File: src/rtl/uart_tx_fifo_if.sv
// uart_tx_fifo_if: producer, transmitter and status signals of the uart tx fifo
interface uart_tx_fifo_if #(parameter int DEPTH = 16);
  logic [7:0] s_data_i;
  logic s_valid_i;
  logic s_ready_o;
  logic flush_i;
  logic tx_start_o;
  logic [7:0] tx_data_o;
  logic tx_active_i;
  logic tx_done_i;
  logic [$clog2(DEPTH):0] level_o;
  logic empty_o;
  logic full_o;
  logic ack_err_o;
  modport slave (
    input s_data_i, s_valid_i, flush_i, tx_active_i, tx_done_i,
    output s_ready_o, tx_start_o, tx_data_o, level_o, empty_o, full_o, ack_err_o
  );
  modport master (
    output s_data_i, s_valid_i, flush_i, tx_active_i, tx_done_i,
    input s_ready_o, tx_start_o, tx_data_o, level_o, empty_o, full_o, ack_err_o
  );
endinterface

File: src/rtl/uart_tx_fifo.sv
// uart_tx_fifo: byte fifo that launches queued bytes back-to-back into a uart transmitter
module uart_tx_fifo #(
  parameter int DEPTH = 16,
  parameter int ACK_TIMEOUT = 15
) (
  input logic clk,
  input logic resetn,
  uart_tx_fifo_if.slave bus
);
  localparam int AW = $clog2(DEPTH);
  localparam int LW = AW + 1;
  localparam int TW = $clog2(ACK_TIMEOUT);
  typedef enum logic [1:0] {IDLE, LAUNCH, BUSY} state_t;
  state_t state_q;
  logic [7:0] mem_q [DEPTH];
  logic [AW-1:0] rd_q, wr_q;
  logic [LW-1:0] level_q, level_d;
  logic [TW-1:0] timer_q;
  logic [7:0] data_q;
  logic start_q, err_q, push, pop;
  assign push = bus.s_valid_i && bus.s_ready_o;
  // a launch pops from IDLE when the transmitter is free, or straight from BUSY on its done pulse
  assign pop = level_q != '0 && (state_q == IDLE ? !bus.tx_active_i : state_q == BUSY && bus.tx_done_i);
  assign level_d = bus.flush_i ? '0 : level_q + LW'(push) - LW'(pop);
  always_ff @(posedge clk) begin
    if (!resetn) begin
      rd_q <= '0;
      wr_q <= '0;
      level_q <= '0;
    end else begin
      rd_q <= bus.flush_i ? '0 : rd_q + AW'(pop);
      wr_q <= bus.flush_i ? '0 : wr_q + AW'(push);
      level_q <= level_d;
    end
  end
  always_ff @(posedge clk) if (push && !bus.flush_i) mem_q[wr_q] <= bus.s_data_i;
  always_ff @(posedge clk) begin
    if (!resetn) begin
      state_q <= IDLE;
      start_q <= 1'b0;
      data_q <= '0;
      timer_q <= '0;
      err_q <= 1'b0;
    end else begin
      if (bus.flush_i) err_q <= 1'b0;
      case (state_q)
        IDLE, BUSY: begin
          if (pop) begin
            data_q <= mem_q[rd_q];
            start_q <= 1'b1;
            timer_q <= '0;
            state_q <= LAUNCH;
          end else if (state_q == BUSY && bus.tx_done_i) begin
            state_q <= IDLE;
          end
        end
        LAUNCH: begin
          timer_q <= timer_q + TW'(1);
          if (bus.tx_active_i) begin
            start_q <= 1'b0;
            state_q <= BUSY;
          end else if (timer_q == TW'(ACK_TIMEOUT - 1)) begin
            start_q <= 1'b0;
            err_q <= 1'b1;
            state_q <= IDLE;
          end
        end
        default: state_q <= IDLE;
      endcase
    end
  end
  assign bus.s_ready_o = !bus.full_o;
  assign bus.full_o = level_q == LW'(DEPTH);
  assign bus.empty_o = level_q == '0;
  assign bus.level_o = level_q;
  assign bus.tx_start_o = start_q;
  assign bus.tx_data_o = data_q;
  assign bus.ack_err_o = err_q;
endmodule

File: src/flat_wrapper.sv
// flat-port wrapper written by rule: the top's interface ports become plain ports
module uart_tx_fifo_flat 
#(
  parameter int DEPTH = 16,
  parameter int ACK_TIMEOUT = 15
)
  (clk, resetn, bus_s_data_i, bus_s_valid_i, bus_flush_i, bus_tx_active_i, bus_tx_done_i, bus_s_ready_o, bus_tx_start_o, bus_tx_data_o, bus_level_o, bus_empty_o, bus_full_o, bus_ack_err_o);
  uart_tx_fifo_if #(.DEPTH(DEPTH)) bus_i ();
  input logic clk;
  input logic resetn;
  input wire logic [$bits(bus_i.s_data_i)-1:0] bus_s_data_i;
  input wire logic [$bits(bus_i.s_valid_i)-1:0] bus_s_valid_i;
  input wire logic [$bits(bus_i.flush_i)-1:0] bus_flush_i;
  input wire logic [$bits(bus_i.tx_active_i)-1:0] bus_tx_active_i;
  input wire logic [$bits(bus_i.tx_done_i)-1:0] bus_tx_done_i;
  output wire logic [$bits(bus_i.s_ready_o)-1:0] bus_s_ready_o;
  output wire logic [$bits(bus_i.tx_start_o)-1:0] bus_tx_start_o;
  output wire logic [$bits(bus_i.tx_data_o)-1:0] bus_tx_data_o;
  output wire logic [$bits(bus_i.level_o)-1:0] bus_level_o;
  output wire logic [$bits(bus_i.empty_o)-1:0] bus_empty_o;
  output wire logic [$bits(bus_i.full_o)-1:0] bus_full_o;
  output wire logic [$bits(bus_i.ack_err_o)-1:0] bus_ack_err_o;
  assign bus_i.s_data_i = bus_s_data_i;
  assign bus_i.s_valid_i = bus_s_valid_i;
  assign bus_i.flush_i = bus_flush_i;
  assign bus_i.tx_active_i = bus_tx_active_i;
  assign bus_i.tx_done_i = bus_tx_done_i;
  assign bus_s_ready_o = bus_i.s_ready_o;
  assign bus_tx_start_o = bus_i.tx_start_o;
  assign bus_tx_data_o = bus_i.tx_data_o;
  assign bus_level_o = bus_i.level_o;
  assign bus_empty_o = bus_i.empty_o;
  assign bus_full_o = bus_i.full_o;
  assign bus_ack_err_o = bus_i.ack_err_o;
  uart_tx_fifo #(.DEPTH(DEPTH), .ACK_TIMEOUT(ACK_TIMEOUT)) u_core (.clk(clk), .resetn(resetn), .bus(bus_i));
endmodule
File: config.mk
export PLATFORM = sky130hd
export DESIGN_NAME = uart_tx_fifo_flat
export DESIGN_NICKNAME = d
export VERILOG_FILES = /design/src/rtl/uart_tx_fifo_if.sv /design/src/rtl/uart_tx_fifo.sv /design/src/flat_wrapper.sv
export SDC_FILE = /design/constraint.sdc
export NUM_CORES = 1
export LEC_CHECK = 0
export ABC_AREA = 1
export CAP_MARGIN = 20
export CELL_PAD_IN_SITES_DETAIL_PLACEMENT = 0
export CELL_PAD_IN_SITES_GLOBAL_PLACEMENT = 1
export CORE_UTILIZATION = 45
export DETAILED_ROUTE_END_ITERATION = 8
export PLACE_DENSITY = 0.73
export REMOVE_ABC_BUFFERS = 1
export SLEW_MARGIN = 20
export SYNTH_ARGS = -nofsm -noshare
export SYNTH_HDL_FRONTEND = slang
export SYNTH_SLANG_ARGS = --single-unit
File: constraint.sdc
create_clock -name clk -period 8.3 [get_ports clk]
set_clock_uncertainty 0.15 [all_clocks]
set_input_delay 2.075 -clock clk [delete_from_list [all_inputs] [get_ports clk]]
set_output_delay 2.075 -clock clk [all_outputs]
set_load 0.03 [all_outputs]
==> results.py <==
metrics = {
    "cells_and_area": {
        "antenna_cells": 0,
        "layout.nets": 756,
        "layout-drive-gt1-share_pct": 5.93,
        "fillers": 1279,
        "area_delta_synth_final_pct": 15.8,
    },
    "floorplan": {
        "rows": 44,
        "io_pins": 32,
        "core_area_um2": 14700,
        "die_h_um": 125,
        "start_util_pct": 46.6,
        "dieArea_um2": 15700,
        "die_w_um": 125,
    },
    "critical_path": {
        "slowest_stage": "clkdlybuf4s50_1",
        "path_cells": "clkdlybuf4s50_1, inv_1, nand2_1, a21oi_2, nand2_2, clkinv_4, ha_1, inv_1, ha_1, fa_1, a21oi_1, nor2_1, nor2_1, nand2_1, nor3b_1",
        "required_ps": 8440,
        "start_kind": "primary input",
        "max_stage_delay_ps": 470,
        "cp_top_family": "adder cells",
        "cp_data_arrival_time_ps": 4550,
        "critPathBufInv": 4,
        "end_kind": "register",
        "path_max_fanout": 18,
        "crit_type": "primary input to register",
    },
    "clock_tree": {
        "postCtsSetupBuffers": 0,
        "cts_tree": "built",
        "clockBufferDepth": 2,
        "cts.sinks": 157,
        "cts_hold_buf": 0,
        "cts_root_buf": "clkbuf_16",
        "cts_resized": 0,
        "clock_latency_ps": 420,
        "cts_buffers": 17,
        "clk_pin_slew_ps": 60,
        "htree_levels": 4,
    },
    "flow_run": {
        "maxCapViolCount": 0,
    },
    "global_route": {
        "first_global_vias": 4389,
        "overflow": 0,
        "grt_max_degree": 66,
        "antenna_found_initial": 0,
        "grt_pass1_wl_mm": 24.1,
        "grt_usage_pct": 20.8,
    },
    "drt": {
        "drc_errors": 0,
        "ant_nets": 0,
        "drt_iter0_drc": 320,
        "via_count": 4688,
        "drt_first_pass_iters": 5,
        "wirelength_mm": 15.1,
        "wl_per_cell_um": 16.3,
        "vias_per_cell": 5.06,
    },
    "hold_path": {
        "hold_class": "register to register",
    },
    "sta": {
        "rsz0062_at_grt": "no",
        "worstMarginPinSlew_ps": 811,
        "finalCritPeriodShare_pct": 53.2,
        "clock.fmax_mhz": 227,
        "period_needed_ps": 4410,
        "tns_ps": 0,
        "holdWs_ps": 322,
        "slew_headroom_pct": 45.7,
        "hold_viol": 0,
        "slew_violations": 0,
        "setup_viol": 0,
    },
    "logic_synthesis": {
        "synthSimpleGateAreaFrac_pct": 22.7,
        "synth_cell_type_count": 30,
        "ys_seq_area_share_pct": 64.6,
        "synthesis.area_um2": 6850,
        "ys_warn_count": 0,
        "synth_top_family_by_area": "simple AND/OR/NAND/NOR gates",
        "synthMuxAreaShare_pct": 0,
        "synth_xor_area_share_pct": 0.384,
        "syn_avg_cell_area_um2": 9.75,
        "synth_compound_area_share_pct": 1.83,
        "syn_inst": 702,
        "synth-seq-cells": 157,
        "synth_fa_ha_area_share_pct": 2.49,
    },
    "power": {
        "clockPowerShare_pct": 36.4,
        "pwr-share-comb_pct": 23.8,
        "power_density_nw_per_um2": 289,
        "p_leak_nw": 3.27,
        "swShare_pct": 29.4,
        "pwr-share-seq_pct": 39.7,
        "p_sw_w": 0.000673,
        "p_int_w": 0.00162,
        "max-vdd-ir-drop_mv": 0.154,
    },
    "placement": {
        "gp_congestion": 0.834,
        "dp_hpwl_mm": 9.51,
        "port_buffers": 31,
    },
    "status": {
        "status": "complete, no violations",
    },
}
final cells by class:
cell class,count,area [um^2],share of cell area [%]
Sequential cell,157,4430,55.8
Multi-Input combinational cell,413,1880,23.7
Clock buffer,25,505,6.38
Inverter,105,399,5.04
Timing Repair Buffer,35,353,4.45
Tap cell,184,230,2.90
Clock inverter,7,135,1.71
flip-flops by register name, summed over array words and instances (netlist names):
signal                 cells
u_core.bus.tx_start_o      1
u_core.mem_q             128
u_core.wr_q                4
u_core.state_q             2
u_core.rd_q                4
u_core.bus.ack_err_o       1
u_core.bus.level_o         5
u_core.timer_q             4
u_core.bus.tx_data_o       8
worst paths after layout:
kind,startpoint,end,slack [ps],cells past startpoint
worst max-delay path,bus_tx_active_i,u_core.bus.level_o[4],3890,15
worst min-delay path,u_core.bus.ack_err_o,u_core.bus.ack_err_o,320,2
worst max register to register,u_core.bus.level_o[2],u_core.bus.level_o[4],5340,16
worst min register to register,u_core.bus.ack_err_o,u_core.bus.ack_err_o,320,2
metrics by stage:
step	cells	area, um^2	setup WS [ps]	utilization [%]	total power (W)
4_1_cts	926	7930	3900	53.9	0.00230
5_1_grt	926	7930	3700	53.9	0.00241
3_5_place_dp	894	7280	3450	49.6	0.00148
3_3_place_gp	893	7260	3490	49.4	0.00146
6_report	926	7930	3890	53.9	0.00229
2_1_floorplan	675	6700	4170	-	0.00130
kinds of logic after synthesis:
| logic type | count (synthesis) |
|---|---|
| simple gates | 375 |
| xor+xnor | 3 |
| buf+inv | 132 |
| flops | 157 |
| fa+ha+maj | 13 |
| compound gates | 22 |
worst min-delay path, stage by stage (launching register included):
cell     delay, ps
dfxtp_1        310
inv_1           50
o22ai_1         70
power groups by stage:
stage	registers [W]	clock network (W)	logic [W]
6_report	0.000911	0.000835	0.000546
5_1_grt	0.000916	0.000879	0.000619
4_1_cts	0.000912	0.000844	0.000549
3_5_place_dp	0.000928	0	0.000547
3_3_place_gp	0.000927	0	0.000533
2_1_floorplan	0.000975	0	0.000324
cells in the mapped netlist:
library cell | count | area (um^2)
xnor2_1 | 2 | 17.5
o21ai_0 | 2 | 10.0
nand2_2 | 1 | 6.26
or2_1 | 1 | 6.26
fa_1 | 1 | 20.0
inv_1 | 99 | 372
nor2_2 | 3 | 18.8
nand2_1 | 221 | 830
nor2_1 | 46 | 173
buf_2 | 21 | 105
clkbuf_1 | 1 | 3.75
xor2_1 | 1 | 8.76
inv_2 | 4 | 15.0
o21bai_1 | 2 | 15.0
o21a_1 | 1 | 7.51
a21oi_2 | 1 | 8.76
buf_1 | 1 | 3.75
nand3_1 | 100 | 500
dfxtp_1 | 29 | 581
o22ai_1 | 1 | 6.26
buf_6 | 1 | 11.3
nor3b_1 | 2 | 15.0
edfxtp_1 | 128 | 3840
or2_0 | 1 | 6.26
clkinv_4 | 1 | 8.76
buf_4 | 3 | 22.5
a21oi_1 | 14 | 70.1
ha_1 | 12 | 150
clkinv_1 | 1 | 3.75
a211oi_1 | 1 | 7.51
layer usage:
metal / track usage, % / wire length (um) / vias up / share of wire, %
li1: - / - / 2315 / -
met1: 29.3 / 7240 / 2244 / 48
met2: 32.0 / 6830 / 111 / 45
met3: 3.59 / 775 / 18 / 5.1
met4: 8.46 / 251 / 0 / 1.7
met5: 0 / 0 / - / 0
layout by cell type (no fill, tap or decap), drive strengths merged:
cell type	count
o21ai	2
xnor2	2
dfxtp	29
ha	12
nand2	222
fa	1
buf	4
a21oi	15
bufinv	4
nor2	49
or2	2
a211oi	1
inv	103
nor3b	2
clkbuf	25
o21bai	2
edfxtp	128
o21a	1
clkdlybuf4s50	31
o22ai	1
nand3	100
xor2	1
clkinv	5
Power figures use the tool's default switching activity.
